===== src/rtl/fetch_ctrl.sv =====
// fetch_ctrl: PC sequencer that issues single-outstanding word reads and feeds decode from a 2-entry FIFO.
// Latency: an ack in cycle N is visible on insn/insn_valid in N+1, and the next mem_req also starts in N+1.
// Backpressure: decode_stall holds the FIFO head. With 2 words buffered, fetch parks in HOLD with mem_req low.
//
// Ports:
//   clock, reset               single rising-edge clock, synchronous active-high reset
//   mem_req/mem_addr           read request, held with a stable address until mem_ack
//   mem_ack/mem_rdata          one-cycle response strobe and returned instruction word
//   insn/insn_pc/insn_valid    FIFO head presented to decode
//   decode_stall               decode refuses the head this cycle
//   redirect/redirect_pc       one-cycle restart request and its target PC
//   fetch_error                misaligned redirect seen (sticky until reset)
//
// Build option FETCH_ALIGN_CHECK_EN: a misaligned redirect raises fetch_error and parks the
// sequencer in HALT until reset. Without it, redirect_pc[1:0] is ignored and fetch_error is 0.
module fetch_ctrl #(
  parameter logic [31:0] PC_RESET = 32'h8002_0000
) (
  input  logic        clock,
  input  logic        reset,
  output logic        mem_req,
  output logic [31:0] mem_addr,
  input  logic        mem_ack,
  input  logic [0:31] mem_rdata,
  output logic [0:31] insn,
  output logic [31:0] insn_pc,
  output logic        insn_valid,
  input  logic        decode_stall,
  input  logic        redirect,
  input  logic [31:0] redirect_pc,
  output logic        fetch_error
);

`ifdef FETCH_ALIGN_CHECK_EN
  typedef enum logic [1:0] {S_REQ, S_HOLD, S_DISCARD, S_HALT} state_t;
`else
  typedef enum logic [1:0] {S_REQ, S_HOLD, S_DISCARD} state_t;
`endif

  typedef struct packed {
    logic [0:31] insn;
    logic [31:0] pc;
  } fq_entry_t;

  state_t      state, state_nxt;
  logic [31:0] pc;
  logic [31:0] discard_addr;   // address of the abandoned request while draining its ack
  logic [31:0] redir_tgt;
  logic        redir_take;

  fq_entry_t   fq_q [2];
  logic        rd_ptr, wr_ptr;
  logic [1:0]  fq_cnt, fq_cnt_nxt;

  logic        push, pop;

`ifdef FETCH_ALIGN_CHECK_EN
  logic        bad_align;
  assign bad_align  = |redirect_pc[1:0];
  assign redir_tgt  = redirect_pc;
  // HALT ignores further redirects.
  assign redir_take = redirect && (state != S_HALT);
`else
  assign redir_tgt  = redirect_pc & 32'hFFFF_FFFC;
  assign redir_take = redirect;
`endif

  assign insn_valid = (fq_cnt != 2'd0);
  assign insn       = fq_q[rd_ptr].insn;
  assign insn_pc    = fq_q[rd_ptr].pc;

  // Acks outside REQ are either dropped (DISCARD) or spurious.
  assign push = (state == S_REQ) && mem_ack;
  assign pop  = insn_valid && !decode_stall;

  always_comb begin
    fq_cnt_nxt = fq_cnt;
    if (redir_take) begin
      fq_cnt_nxt = 2'd0;
    end else if (push && !pop) begin
      fq_cnt_nxt = fq_cnt + 2'd1;
    end else if (pop && !push) begin
      fq_cnt_nxt = fq_cnt - 2'd1;
    end
  end

  // State register
  always_ff @(posedge clock) begin
    if (reset) begin
      state <= S_REQ;
    end else begin
      state <= state_nxt;
    end
  end

  // Next-state logic
  always_comb begin
    state_nxt = state;
    case (state)
      S_REQ: begin
        if (redir_take) begin
          // An unacked request must be drained before the new PC can be issued.
          state_nxt = mem_ack ? S_REQ : S_DISCARD;
        end else if (mem_ack) begin
          state_nxt = (fq_cnt_nxt == 2'd2) ? S_HOLD : S_REQ;
        end
      end
      S_HOLD: begin
        if (redir_take || (fq_cnt_nxt != 2'd2)) begin
          state_nxt = S_REQ;
        end
      end
      S_DISCARD: begin
        if (mem_ack) begin
          state_nxt = S_REQ;
        end
      end
      default: begin
        state_nxt = state;
      end
    endcase
`ifdef FETCH_ALIGN_CHECK_EN
    if (redir_take && bad_align) begin
      state_nxt = S_HALT;
    end
`endif
  end

  // Output logic. mem_req is masked by reset so it reads 0 for every cycle reset is held.
  always_comb begin
    mem_req  = 1'b0;
    mem_addr = pc;
    case (state)
      S_REQ: begin
        mem_req = !reset;
      end
      S_DISCARD: begin
        mem_req  = !reset;
        mem_addr = discard_addr;
      end
      default: begin
        mem_req = 1'b0;
      end
    endcase
  end

  // PC and FIFO datapath
  always_ff @(posedge clock) begin
    if (reset) begin
      pc           <= PC_RESET;
      discard_addr <= PC_RESET;
      fq_cnt       <= 2'd0;
      rd_ptr       <= 1'b0;
      wr_ptr       <= 1'b0;
      fq_q[0]      <= '0;
      fq_q[1]      <= '0;
    end else begin
      fq_cnt <= fq_cnt_nxt;
      if (redir_take) begin
        // A flush overrides any push or pop in the same cycle.
        rd_ptr <= 1'b0;
        wr_ptr <= 1'b0;
        pc     <= redir_tgt;
        if ((state == S_REQ) && !mem_ack) begin
          discard_addr <= pc;
        end
      end else begin
        if (push) begin
          fq_q[wr_ptr] <= '{insn: mem_rdata, pc: pc};
          wr_ptr       <= !wr_ptr;
          pc           <= pc + 32'd4;
        end
        if (pop) begin
          rd_ptr <= !rd_ptr;
        end
      end
    end
  end

`ifdef FETCH_ALIGN_CHECK_EN
  always_ff @(posedge clock) begin
    if (reset) begin
      fetch_error <= 1'b0;
    end else if (redir_take && bad_align) begin
      fetch_error <= 1'b1;
    end
  end
`else
  assign fetch_error = 1'b0;
`endif

endmodule

===== config.mk =====
export PLATFORM = sky130hd
export DESIGN_NAME = fetch_ctrl
export DESIGN_NICKNAME = d
export VERILOG_FILES = /design/src/rtl/fetch_ctrl.sv
export SDC_FILE = /design/constraint.sdc
export NUM_CORES = 1
export LEC_CHECK = 0
export BUFFER_PORTS_ARGS = -buffer_cell sky130_fd_sc_hd__buf_2
export CORE_MARGIN = 2
export CORE_UTILIZATION = 55
export DETAILED_ROUTE_END_ITERATION = 7
export PLACE_DENSITY = 0.79
export SLEW_MARGIN = 20
export SYNTH_ARGS = -nofsm -noshare
export SYNTH_HDL_FRONTEND = slang
export SYNTH_SLANG_ARGS = --single-unit

===== constraint.sdc =====
create_clock -name clock -period 3.1 [get_ports clock]
set_clock_uncertainty 0.1 [all_clocks]
set_input_delay 0.155 -clock clock [delete_from_list [all_inputs] [get_ports clock]]
set_output_delay 0.155 -clock clock [all_outputs]
set_load 0.005 [all_outputs]

==> results of run 1 <==
## power by group through the flow
| stage | sequential, mW | clock [mW] | combinational (mW) |
|---|---|---|---|
| after floorplan | 2.93 | 0 | 0.351 |
| after global routing | 2.94 | 2.37 | 0.654 |
| after detailed placement | 2.97 | 0 | 0.531 |
| after global placement | 2.97 | 0 | 0.525 |
| after CTS | 2.92 | 2.29 | 0.597 |
| final | 2.92 | 2.25 | 0.600 |
## stage by stage
stage / utilization [%] / instance area, um2
floorplan: - / 9030
global placement: 62.0 / 9880
detailed placement: 62.0 / 9880
CTS: 69.8 / 11100
global route: 69.8 / 11100
finish: 69.8 / 11100
## worst max-delay path, cell delays in order (launching register included)
cell	delay (ps)
dfxtp_1	320
inv_1	80
ha_1	490
buf_4	440
mux2_2	420
buf_2	140
## flip-flops by register name, indices dropped and copies added, names as in the netlist, named ones only
register      count
pc               30
fq_cnt            2
discard_addr     30
state             2
rd_ptr            1
wr_ptr            1
fq_q            124
## placed cells by master (no fill, tap or decap), drive strengths merged, types with 5 or more instances in the layout
cell,Yosys,layout
conb,1,5
clkbuf,51,20
nand2,90,90
edfxtp,124,124
mux2,89,89
nor2,27,27
o21ai,10,10
ha,5,5
nand3,11,11
xnor2,22,22
a211oi,15,15
nor3,8,8
dfxtp,67,67
nor4,15,15
a21oi,44,44
inv,9,9
dlygate4sd3,0,63
clkinv,1,6
buf,16,175
and2,123,123
nand4,10,10
## area by class of cell
cell class              count  area [um2]  area share, %
diodes                      1        2.50         0.0225
repair buffers            238        1580           14.2
flip-flops and latches    191        5070           45.5
clock buffers              20         447           4.01
well taps                 216         270           2.43
multi-input cells         521        3560           32.0
clock inverters            12         168           1.51
inverters                  10        37.5          0.337
## metal layers
metal	GRT usage, %	vias to the layer above	share of wire [%]
met4	7.31	0	1.7
met2	40.7	245	51
met1	30.9	3134	42
met3	4.58	30	5.7
li1	-	3143	-
met5	0	-	0
## timing repair
item,CTS,global route
hold endpoints to repair,97,0
hold buffers,63,0
gates resized for setup,0,0
## Yosys cell counts (6+ instances only)
cell / count / area share (%)
mux2_2: 89 / 11
nand3_1: 11 / 0.61
a21oi_1: 44 / 2.4
clkbuf_1: 43 / 1.8
nand4_1: 8 / 0.55
inv_1: 9 / 0.37
dfxtp_1: 67 / 15
and2_1: 121 / 8.4
o21ai_0: 10 / 0.55
a211oi_1: 14 / 1.2
xnor2_1: 22 / 2.1
nor2_1: 27 / 1.1
nor3_1: 8 / 0.44
nand2_1: 90 / 3.7
nor4_1: 13 / 0.90
buf_4: 6 / 0.50
edfxtp_1: 124 / 41
## cell families (layout without fill, tap and decap cells)
| group | Yosys count | count (layout) |
|---|---|---|
| adder cells (fa/ha/maj) | 5 | 5 |
| AND/OR/NAND/NOR | 307 | 307 |
| other | 1 | 6 |
| buffers and inverters | 79 | 280 |
| AO/OA/AOI/OAI | 87 | 87 |
| multiplexers | 91 | 91 |
| XOR/XNOR | 26 | 26 |
| flip-flops | 191 | 191 |
## worst max-delay path by stage
stage | slack [ps] | endpoint | start
after floorplan | 420 | fq_q[0][10]$_SDFFCE_PN0P_ | state[0]$_SDFFE_PP0P_
after global placement | 630 | pc[27]$_SDFFE_PP0P_ | state[0]$_SDFFE_PP0P_
after detailed placement | 600 | pc[27]$_SDFFE_PP0P_ | state[0]$_SDFFE_PP0P_
after CTS | 530 | mem_addr[15] | state[0]$_SDFFE_PP0P_
after global routing | 380 | pc[27]$_SDFFE_PP0P_ | state[0]$_SDFFE_PP0P_
final | 530 | mem_addr[15] | state[0]$_SDFFE_PP0P_
==> results.ini, run 1 <==
[timing]
final_setup_violating_endpoints=0
final_number_of_max_transition_violations=0
final_hold_viol_count=0
clock.fmax_mhz=388
final.period_utilization_pct=83.0
final_setup_tns_ps=0
finalWorstSetupSlack_ps=526
finalHoldWorstSlack_ps=74.3
fin_crit_ps=2570
timing.max_slew.rel_slack_pct=55.8
tightest_slew_ps=663
rsz0062_at_grt=false

[yosys]
synth-simple-area-share_pct=18.6
synth_top_flop_cell=edfxtp_1
portion_of_netlist_area_occupied_by_mux_cells_pct=11.3
syn-mean-instance-area_um2=11.5
synth.lib_cells_used.distinct=59
synth_seq_area_share_pct=56.2
post_synth_fa_ha_maj_area_fraction_pct=0.694
number_of_instances_in_the_synthesized_netlist=787
post_synth_arst_share_pct=0
post_synth_xor_xnor_area_pct=2.52
synth_compound_gate_area_share_pct=5.95
synth_top_family_by_area=simple AND/OR/NAND/NOR gates
synthesis.yosys.warnings=0
mappedNetlistArea_um2=9020
synth_edf_count=124
ys_ff_latch=191

[global_route]
grtUsageTotal_pct=23.8
grt_first_pass_wirelength_um=32600
first_global_vias=6414
globalRouteOverflowTotal=0
initial_antenna_violation_count=0
grt_max_degree=63

[drt]
final_antenna_net_count=0
routed-via-count=6552
route.detailed.wl_per_inst_um=16.9
firstDrtPassIters=6
avgViaCountPerCell=5.42
wl_um=20500
detail_route.drc_violations=0
initialDrtViolationCount=496

[power]
seqPwrFrac_pct=50.6
power_density_nw_per_um2=519
net-switching-power_mw=1.28
power.clock.fraction_pct=39.0
switching_share_pct=22.1
power.share.combinational_pct=10.4
vdd_drop_max_mv=0.399
power_report.internal_total_mw=4.50
power.leakage_nw=4.42
power.total_mw=5.78

[worst_setup_path]
critPathMaxFanout=26
r2r_cells=7
ff2ff_setup_slack_ps=560
worstPathRequired_ps=2840
r2r_end=pc[27]$_SDFFE_PP0P_
setup.worst_path.start_class=flip-flop
crit_path_end_kind=primary output
path_class=reg -> out
cp.arrival_ps=2320
ff_to_ff_start=state[0]$_SDFFE_PP0P_

[layout]
fill_cells=1182
instances_no_fill=1209
layout-drive-gt1-share_pct=30.9
area_growth_pct=23.4
final_stage_net_count=1053

[clock_tree]
clock_insertion_delay_worst_skew_ps=420
ctsHtreeMaxLevel=4
cts.sink_count=191
post_cts.repair.setup_buffers=0
post_cts_clock_slew_at_the_launch_and_capture_registers_of_the_worst_setup_and_hold_paths_ps=70
max-clock-path-buffers=2
cts_buffers=17
tritoncts=built
root_buffer=clkbuf_16

[floorplan]
core_region_area_um2=15900
die_w_um=132
dieArea_um2=17400
ios=168
initial_core_util_pct=56.6
die_h_um=132
fp-row-count=46

[hold_path]
worst_hold_path_type=in -> reg
cells_on_worst_hold_path=3
hold_path_end=pc[2]$_SDFFE_PP0P_
hold_path_startpoint=redirect

[flow_run]
max_cap_viol_count=0

[placement]
port-buffer-count=160
finalWeightedCongestion=0.788
post-place-cells=1113
detailed_place_hpwl_um=12200
dpl_worst_slack_ps=596

[status]
result_of_the_run=finished clean

Note: power is estimated with default switching activity, not from simulation.
==> inputs of run 2 (changes only) <==
--- a/config.mk
+++ b/config.mk
@@ -7,9 +7,9 @@
 export LEC_CHECK = 0
 export BUFFER_PORTS_ARGS = -buffer_cell sky130_fd_sc_hd__buf_2
 export CORE_MARGIN = 2
-export CORE_UTILIZATION = 55
+export CORE_UTILIZATION = 50
 export DETAILED_ROUTE_END_ITERATION = 7
-export PLACE_DENSITY = 0.79
+export PLACE_DENSITY = 0.76
 export SLEW_MARGIN = 20
 export SYNTH_ARGS = -nofsm -noshare
 export SYNTH_HDL_FRONTEND = slang
==> constraint.sdc (replaced) <==
create_clock -name clock -period 2.1 [get_ports clock]
set_clock_uncertainty 0.1 [all_clocks]
set_input_delay 0.105 -clock clock [delete_from_list [all_inputs] [get_ports clock]]
set_output_delay 0.105 -clock clock [all_outputs]
set_load 0.005 [all_outputs]
==> run 2 against run 1 <==
The run now ends with setup timing left. Critical endpoint unchanged. Routed wire length up 5.7%. First-iteration DRC count shrank 12%. Combinational power grew 70%. Clock power grew 43%. Via count up 2.7%. Sequential share of layout area shrank 2.1 points. Worst hold slack better by 0.74 ps. Largest cell class unchanged. Global-route usage fell by 1.2 points. Power up 47%.
==> results.ini, run 2 (synthesized netlist as in run 1, its figures left out) <==
[status]
result_of_the_run=complete, but fails checks
failed_checks=setup timing

[drt]
wl_um=21600  ; +5.7%
detail_route.drc_violations=0  ; unchanged
avgViaCountPerCell=5.30  ; -2.2%
route.detailed.wl_per_inst_um=17.1  ; +0.69%
initialDrtViolationCount=437  ; -12%
firstDrtPassIters=5  ; -1
routed-via-count=6726  ; +2.7%
final_antenna_net_count=0  ; unchanged

[layout]
register_area_um2=5070  ; about the same
final_core_density_pct=65.5  ; -4.3 points
area_growth_pct=29.5
final_stage_net_count=1101  ; +4.6%
most_common_library_cell_in_the_layout_ignoring_fill_and_taps=buf_2
diodes=0  ; -1
fill_cells=1368  ; +16%
most-common-layout-cells=buf_2, edfxtp_1, and2_1, mux2_2, nand2_1
multi_input_comb_area_um2=3680  ; +3.3%
largest_reg_flops=124  ; unchanged
top_regs=fq_q: 124 flops, discard_addr: 30 flops, pc: 30 flops
layout.cell_area.non_filler_um2=11700  ; +4.9%
layout-drive-gt1-share_pct=36.2  ; +5.2 points
max_flop_register=fq_q

[worst_setup_path]
critPathSlowestCell=mux2_2
setup.worst_path.start_class=flip-flop
worstPathRequired_ps=1890  ; -950 ps
crit_path_end_kind=primary output
critPathMaxFanout=19  ; -27%
timing.critical_path.slowest_cell_delay_ps=390  ; -100 ps
path_class=reg -> out
cp_cell_instances=inv_2 > ha_1 > buf_8 > mux2_2 > buf_2
cp.arrival_ps=1910  ; -410 ps

[floorplan]
fp-row-count=49  ; +6.5%
core_region_area_um2=17800  ; +12%
die_h_um=138  ; +4.7%
initial_core_util_pct=50.6  ; -6.0 points
dieArea_um2=19100  ; +9.7%
die_w_um=138  ; +4.7%
ios=168  ; unchanged

[power]
power_report.internal_total_mw=6.48  ; +44%
switching_share_pct=23.9  ; +1.7 points
power_density_nw_per_um2=729  ; +40%
power.clock.fraction_pct=37.9  ; -1.1 points
power.leakage_nw=4.74  ; +7.4%
power.total_mw=8.51  ; +47%
vdd_drop_max_mv=0.635  ; +59%
net-switching-power_mw=2.03  ; +59%
seqPwrFrac_pct=50.2  ; -0.4 points
power.share.combinational_pct=11.9  ; +1.5 points

[clock_tree]
clock_insertion_delay_worst_skew_ps=430  ; about the same
max-clock-path-buffers=2  ; unchanged
cts_buffers=17  ; unchanged
root_buffer=clkbuf_16
tritoncts=built
ctsHtreeMaxLevel=4  ; unchanged
cts.sink_count=191  ; unchanged
post_cts_clock_slew_at_the_launch_and_capture_registers_of_the_worst_setup_and_hold_paths_ps=70  ; about the same

[global_route]
first_global_vias=6722  ; +4.8%
initial_antenna_violation_count=0  ; unchanged
globalRouteOverflowTotal=0  ; unchanged
grt_first_pass_wirelength_um=34400  ; +5.4%
grtUsageTotal_pct=22.6  ; -1.2 points
grt_max_degree=60  ; -4.8%

[timing]
rsz0062_at_grt=true
final.period_utilization_pct=100
final_number_of_max_transition_violations=0  ; unchanged
final_hold_viol_count=0  ; unchanged
finalWorstSetupSlack_ps=-10.4  ; -536 ps
tightest_slew_ps=613  ; -49.9 ps
timing.max_slew.rel_slack_pct=59.1  ; +3.3 points
clock.fmax_mhz=474
final_setup_violating_endpoints=2  ; +2
fin_crit_ps=2110

[hold_path]
worst_hold_path_type=in -> reg

[placement]
placedInstanceArea_um2=10300  ; +4.1%
port-buffer-count=160  ; unchanged
detailed_place_hpwl_um=14200  ; +16%
finalWeightedCongestion=0.868  ; +10%

[flow_run]
max_cap_viol_count=0  ; unchanged

[run 2: metrics by stage]
| stage | TNS (ps) | instances | hold WS (ps) | setup slack (ps) |
|---|---|---|---|---|
| after floorplan | 0 | 791 | 148 | 8.23 |
| after global placement | 0 | 1168 | 252 | 21.9 |
| after detailed placement | -70.9 | 1168 | 257 | -63.9 |
| after CTS | -4.83 | 1266 | 45.5 | -4.83 |
| after global routing | -928 | 1269 | 93.3 | -91.5 |
| final | -19.9 | 1269 | 75.0 | -10.4 |
[run 2: area by class of cell]
cell class | count | share of cell area [%]
Timing Repair Buffer | 286 | 17.2
Clock buffer | 21 | 4.40
Tap cell | 229 | 2.45
Multi-Input combinational cell | 521 | 31.5
Sequential cell | 191 | 43.4
Inverter | 10 | 0.321
Clock inverter | 11 | 0.750
[run 2: timing repair]
action	CTS	global route
hold buffers	65	0
setup buffers	1	3
pin swaps	1	6
resized for setup	3	18
endpoints found under the setup margin	19	94
endpoints found under the hold margin	102	0
[run 2: final timing paths]
check                                start                       endpoint  slack, ps  depth (start not counted)
max                  state[0]$_SDFFE_PP0P_                   mem_addr[15]        -10                          5
min                        redirect_pc[20]            pc[20]$_SDFFE_PP0P_         80                          4
max reg2reg          state[1]$_SDFFE_PP0P_            pc[29]$_SDFFE_PP0P_          0                          8
min reg2reg  discard_addr[24]$_SDFFE_PP0P_  discard_addr[24]$_SDFFE_PP0P_        350                          2
[run 2: worst max-delay path: cells and delay by family (launching register included)]
family	cells	cell delay (ps)
flops	1	340
fa+ha+maj	1	290
mux	1	390
buf+inv	3	440
[run 2: routing by layer]
| metal | global-route usage [%] | up-vias | wire, um |
|---|---|---|---|
| met4 | 6.77 | 0 | 369 |
| li1 | - | 3236 | - |
| met3 | 4.40 | 28 | 1110 |
| met2 | 39.1 | 217 | 10800 |
| met1 | 29.0 | 3245 | 9390 |
| met5 | 0 | - | 0 |
[run 2: power groups by stage]
stage,logic [mW],clock network [mW],registers [mW]
2_1_floorplan,0.530,0,4.32
3_3_place_gp,0.891,0,4.34
3_5_place_dp,0.905,0,4.36
4_1_cts,1.01,3.27,4.27
5_1_grt,1.10,3.43,4.29
6_report,1.02,3.22,4.27
==> inputs of run 3 (changes only) <==
--- a/config.mk
+++ b/config.mk
@@ -6,6 +6,8 @@
 export NUM_CORES = 1
 export LEC_CHECK = 0
 export BUFFER_PORTS_ARGS = -buffer_cell sky130_fd_sc_hd__buf_2
+export CAP_MARGIN = 10
+export CORE_ASPECT_RATIO = 1.25
 export CORE_MARGIN = 2
 export CORE_UTILIZATION = 50
 export DETAILED_ROUTE_END_ITERATION = 7
==> run 3 against run 2 <==
The run now ends clean. First-iteration DRC count is 9.6% higher. Routed wire length down 1.6%. Register-to-register slack about the same. Combinational power barely moved. Power decreased by 0.90%. Sequential power barely moved. Clock power is 2% lower. Setup slack better by 18 ps. Utilization increased by 0.71 points. Sequential share of layout area is 0.18 points higher. Final area decreased by 0.47%. Worst hold slack got worse by 27 ps.
==> results.ini, run 3 (synthesized netlist as in run 1, its figures left out) <==
[status]
result_of_the_run=finished clean

[layout]
max_flop_register=fq_q
layout.cell_area.non_filler_um2=11600  ; -0.47%
final_core_density_pct=66.2  ; +0.71 points
final_stage_net_count=1101  ; unchanged
layout-drive-gt1-share_pct=35.9  ; -0.29 points
fill_cells=1354  ; -1.0%
area_growth_pct=28.9
most_common_library_cell_in_the_layout_ignoring_fill_and_taps=buf_2
most-common-layout-cells=buf_2, edfxtp_1, and2_1, mux2_2, nand2_1
top_regs=fq_q: 124 flops, discard_addr: 30 flops, pc: 30 flops
diodes=0  ; unchanged
instances_no_fill=1264  ; -0.39%
largest_reg_flops=124  ; unchanged

[placement]
finalWeightedCongestion=0.828  ; -4.6%
post-place-cells=1163  ; -0.43%
port-buffer-count=160  ; unchanged
placedInstanceArea_um2=10300  ; +0.18%
detailed_place_hpwl_um=14000  ; -1.1%

[drt]
avgViaCountPerCell=5.33  ; +0.50%
detail_route.drc_violations=0  ; unchanged
routed-via-count=6733  ; +0.10%
firstDrtPassIters=5  ; unchanged
initialDrtViolationCount=479  ; +9.6%
final_antenna_net_count=0  ; unchanged
wl_um=21300  ; -1.6%
route.detailed.wl_per_inst_um=16.9  ; -1.2%

[floorplan]
fp-row-count=54  ; +10%
die_h_um=154  ; +11%
die_w_um=124  ; -10%
ios=168  ; unchanged
core_region_area_um2=17600  ; -1.5%
dieArea_um2=19100  ; about the same
initial_core_util_pct=51.3  ; +0.79 points

[clock_tree]
root_buffer=clkbuf_16
cts_buffers=17  ; unchanged
tritoncts=built
ctsHtreeMaxLevel=4  ; unchanged
max-clock-path-buffers=2  ; unchanged
clock_insertion_delay_worst_skew_ps=430  ; about the same
cts.sink_count=191  ; unchanged
post_cts_clock_slew_at_the_launch_and_capture_registers_of_the_worst_setup_and_hold_paths_ps=70  ; about the same

[power]
power.leakage_nw=4.70  ; -0.77%
power.total_mw=8.44  ; -0.90%
vdd_drop_max_mv=0.528  ; -17%
power_density_nw_per_um2=726  ; -0.43%

[timing]
final.period_utilization_pct=99.6  ; -0.86 points
tightest_slew_ps=527  ; -86.7 ps
timing.max_slew.rel_slack_pct=64.9  ; +5.8 points
clock.fmax_mhz=478  ; +0.86%
final_number_of_max_transition_violations=0  ; unchanged
final_setup_tns_ps=0  ; +19.9 ps
final_hold_viol_count=0  ; unchanged
rsz0062_at_grt=true
final_setup_violating_endpoints=0  ; -2
fin_crit_ps=2090  ; -18.0 ps

[global_route]
globalRouteOverflowTotal=0  ; unchanged
grt_first_pass_wirelength_um=33500  ; -2.6%
initial_antenna_violation_count=0  ; unchanged
grtUsageTotal_pct=22.6  ; -0.028 points
grt_max_degree=49  ; -18%
first_global_vias=6715  ; -0.10%

[worst_setup_path]
setup.worst_path.start_class=flip-flop
path_class=reg -> reg
ff_to_ff_start=state[1]$_SDFFE_PP0P_
r2r_end=pc[21]$_SDFFE_PP0P_
critPathMaxFanout=8  ; -11
cp.arrival_ps=2330  ; +420 ps
ff2ff_setup_slack_ps=8  ; about the same
worstPathRequired_ps=2340  ; +450 ps
crit_path_end_kind=flip-flop
r2r_cells=7  ; -1

[hold_path]
hold_path_startpoint=redirect_pc[20]
hold_path_end=pc[20]$_SDFFE_PP0P_
cells_on_worst_hold_path=4  ; unchanged
worst_hold_path_type=in -> reg

[flow_run]
max_cap_viol_count=0  ; unchanged

==> run 3: worst max-delay path by stage <==
stage | startpoint | depth (start not counted) | slack (ps) | endpoint
after CTS | state[1]$_SDFFE_PP0P_ | 8 | -10 | pc[28]$_SDFFE_PP0P_
final | state[1]$_SDFFE_PP0P_ | 7 | 8 | pc[21]$_SDFFE_PP0P_
after detailed placement | state[1]$_SDFFE_PP0P_ | 7 | 10 | pc[27]$_SDFFE_PP0P_
after floorplan | state[1]$_SDFFE_PP0P_ | 7 | 8 | fq_q[1][10]$_SDFFCE_PN0P_
after global routing | state[1]$_SDFFE_PP0P_ | 7 | -140 | pc[21]$_SDFFE_PP0P_
after global placement | state[1]$_SDFFE_PP0P_ | 7 | 40 | pc[27]$_SDFFE_PP0P_
==> run 3: layer usage <==
metal	global-route usage, %	share of wire, %	routed length [um]
met5	0	0	0
met2	40.1	52	11200
met3	4.01	4.5	958
met4	7.38	2.1	454
met1	27.3	41	8720
==> run 3: per-stage QoR <==
stage | hold WS, ps | setup WS [ps]
after floorplan | 148 | 8.23
after global placement | 247 | 40.5
after global routing | 75.4 | -140
final | 47.8 | 7.56
after detailed placement | 253 | 14.2
after CTS | 25.4 | -10.5
==> run 3: cell type report <==
class                      count  area, um2  share of cell area, %
sequential                   191       5070                   43.6
multi-input combinational    521       3660                   31.4
timing repair buffer         286       2010                   17.3
clock buffer                  18        429                   3.69
tap                          224        280                   2.41
clock inverter                14        144                   1.24
inverter                      10       37.5                  0.323
==> run 3: worst max-delay path, stage by stage, from the launching register on <==
cell and delay [ps]:
dfxtp_2 330, inv_2 70, ha_4 140, and4_4 210, or4b_4 550, nor3_1 290, xnor2_1 100, a211oi_1 210
==> run 3: timing repair <==
item / in CTS / in global routing
hold endpoints to repair: 96 / 0
hold buffers: 64 / 0
resized for setup: 2 / 10
setup endpoints to repair: 29 / 33
pin swaps: 0 / 5
buffers inserted: 1 / 4
==> run 3: report_power, final <==
group          internal (mW)  switching, mW  leakage (nW)
clock                   1.75           1.39         0.278
sequential              4.18         0.0921          1.84
combinational          0.523          0.499          2.59
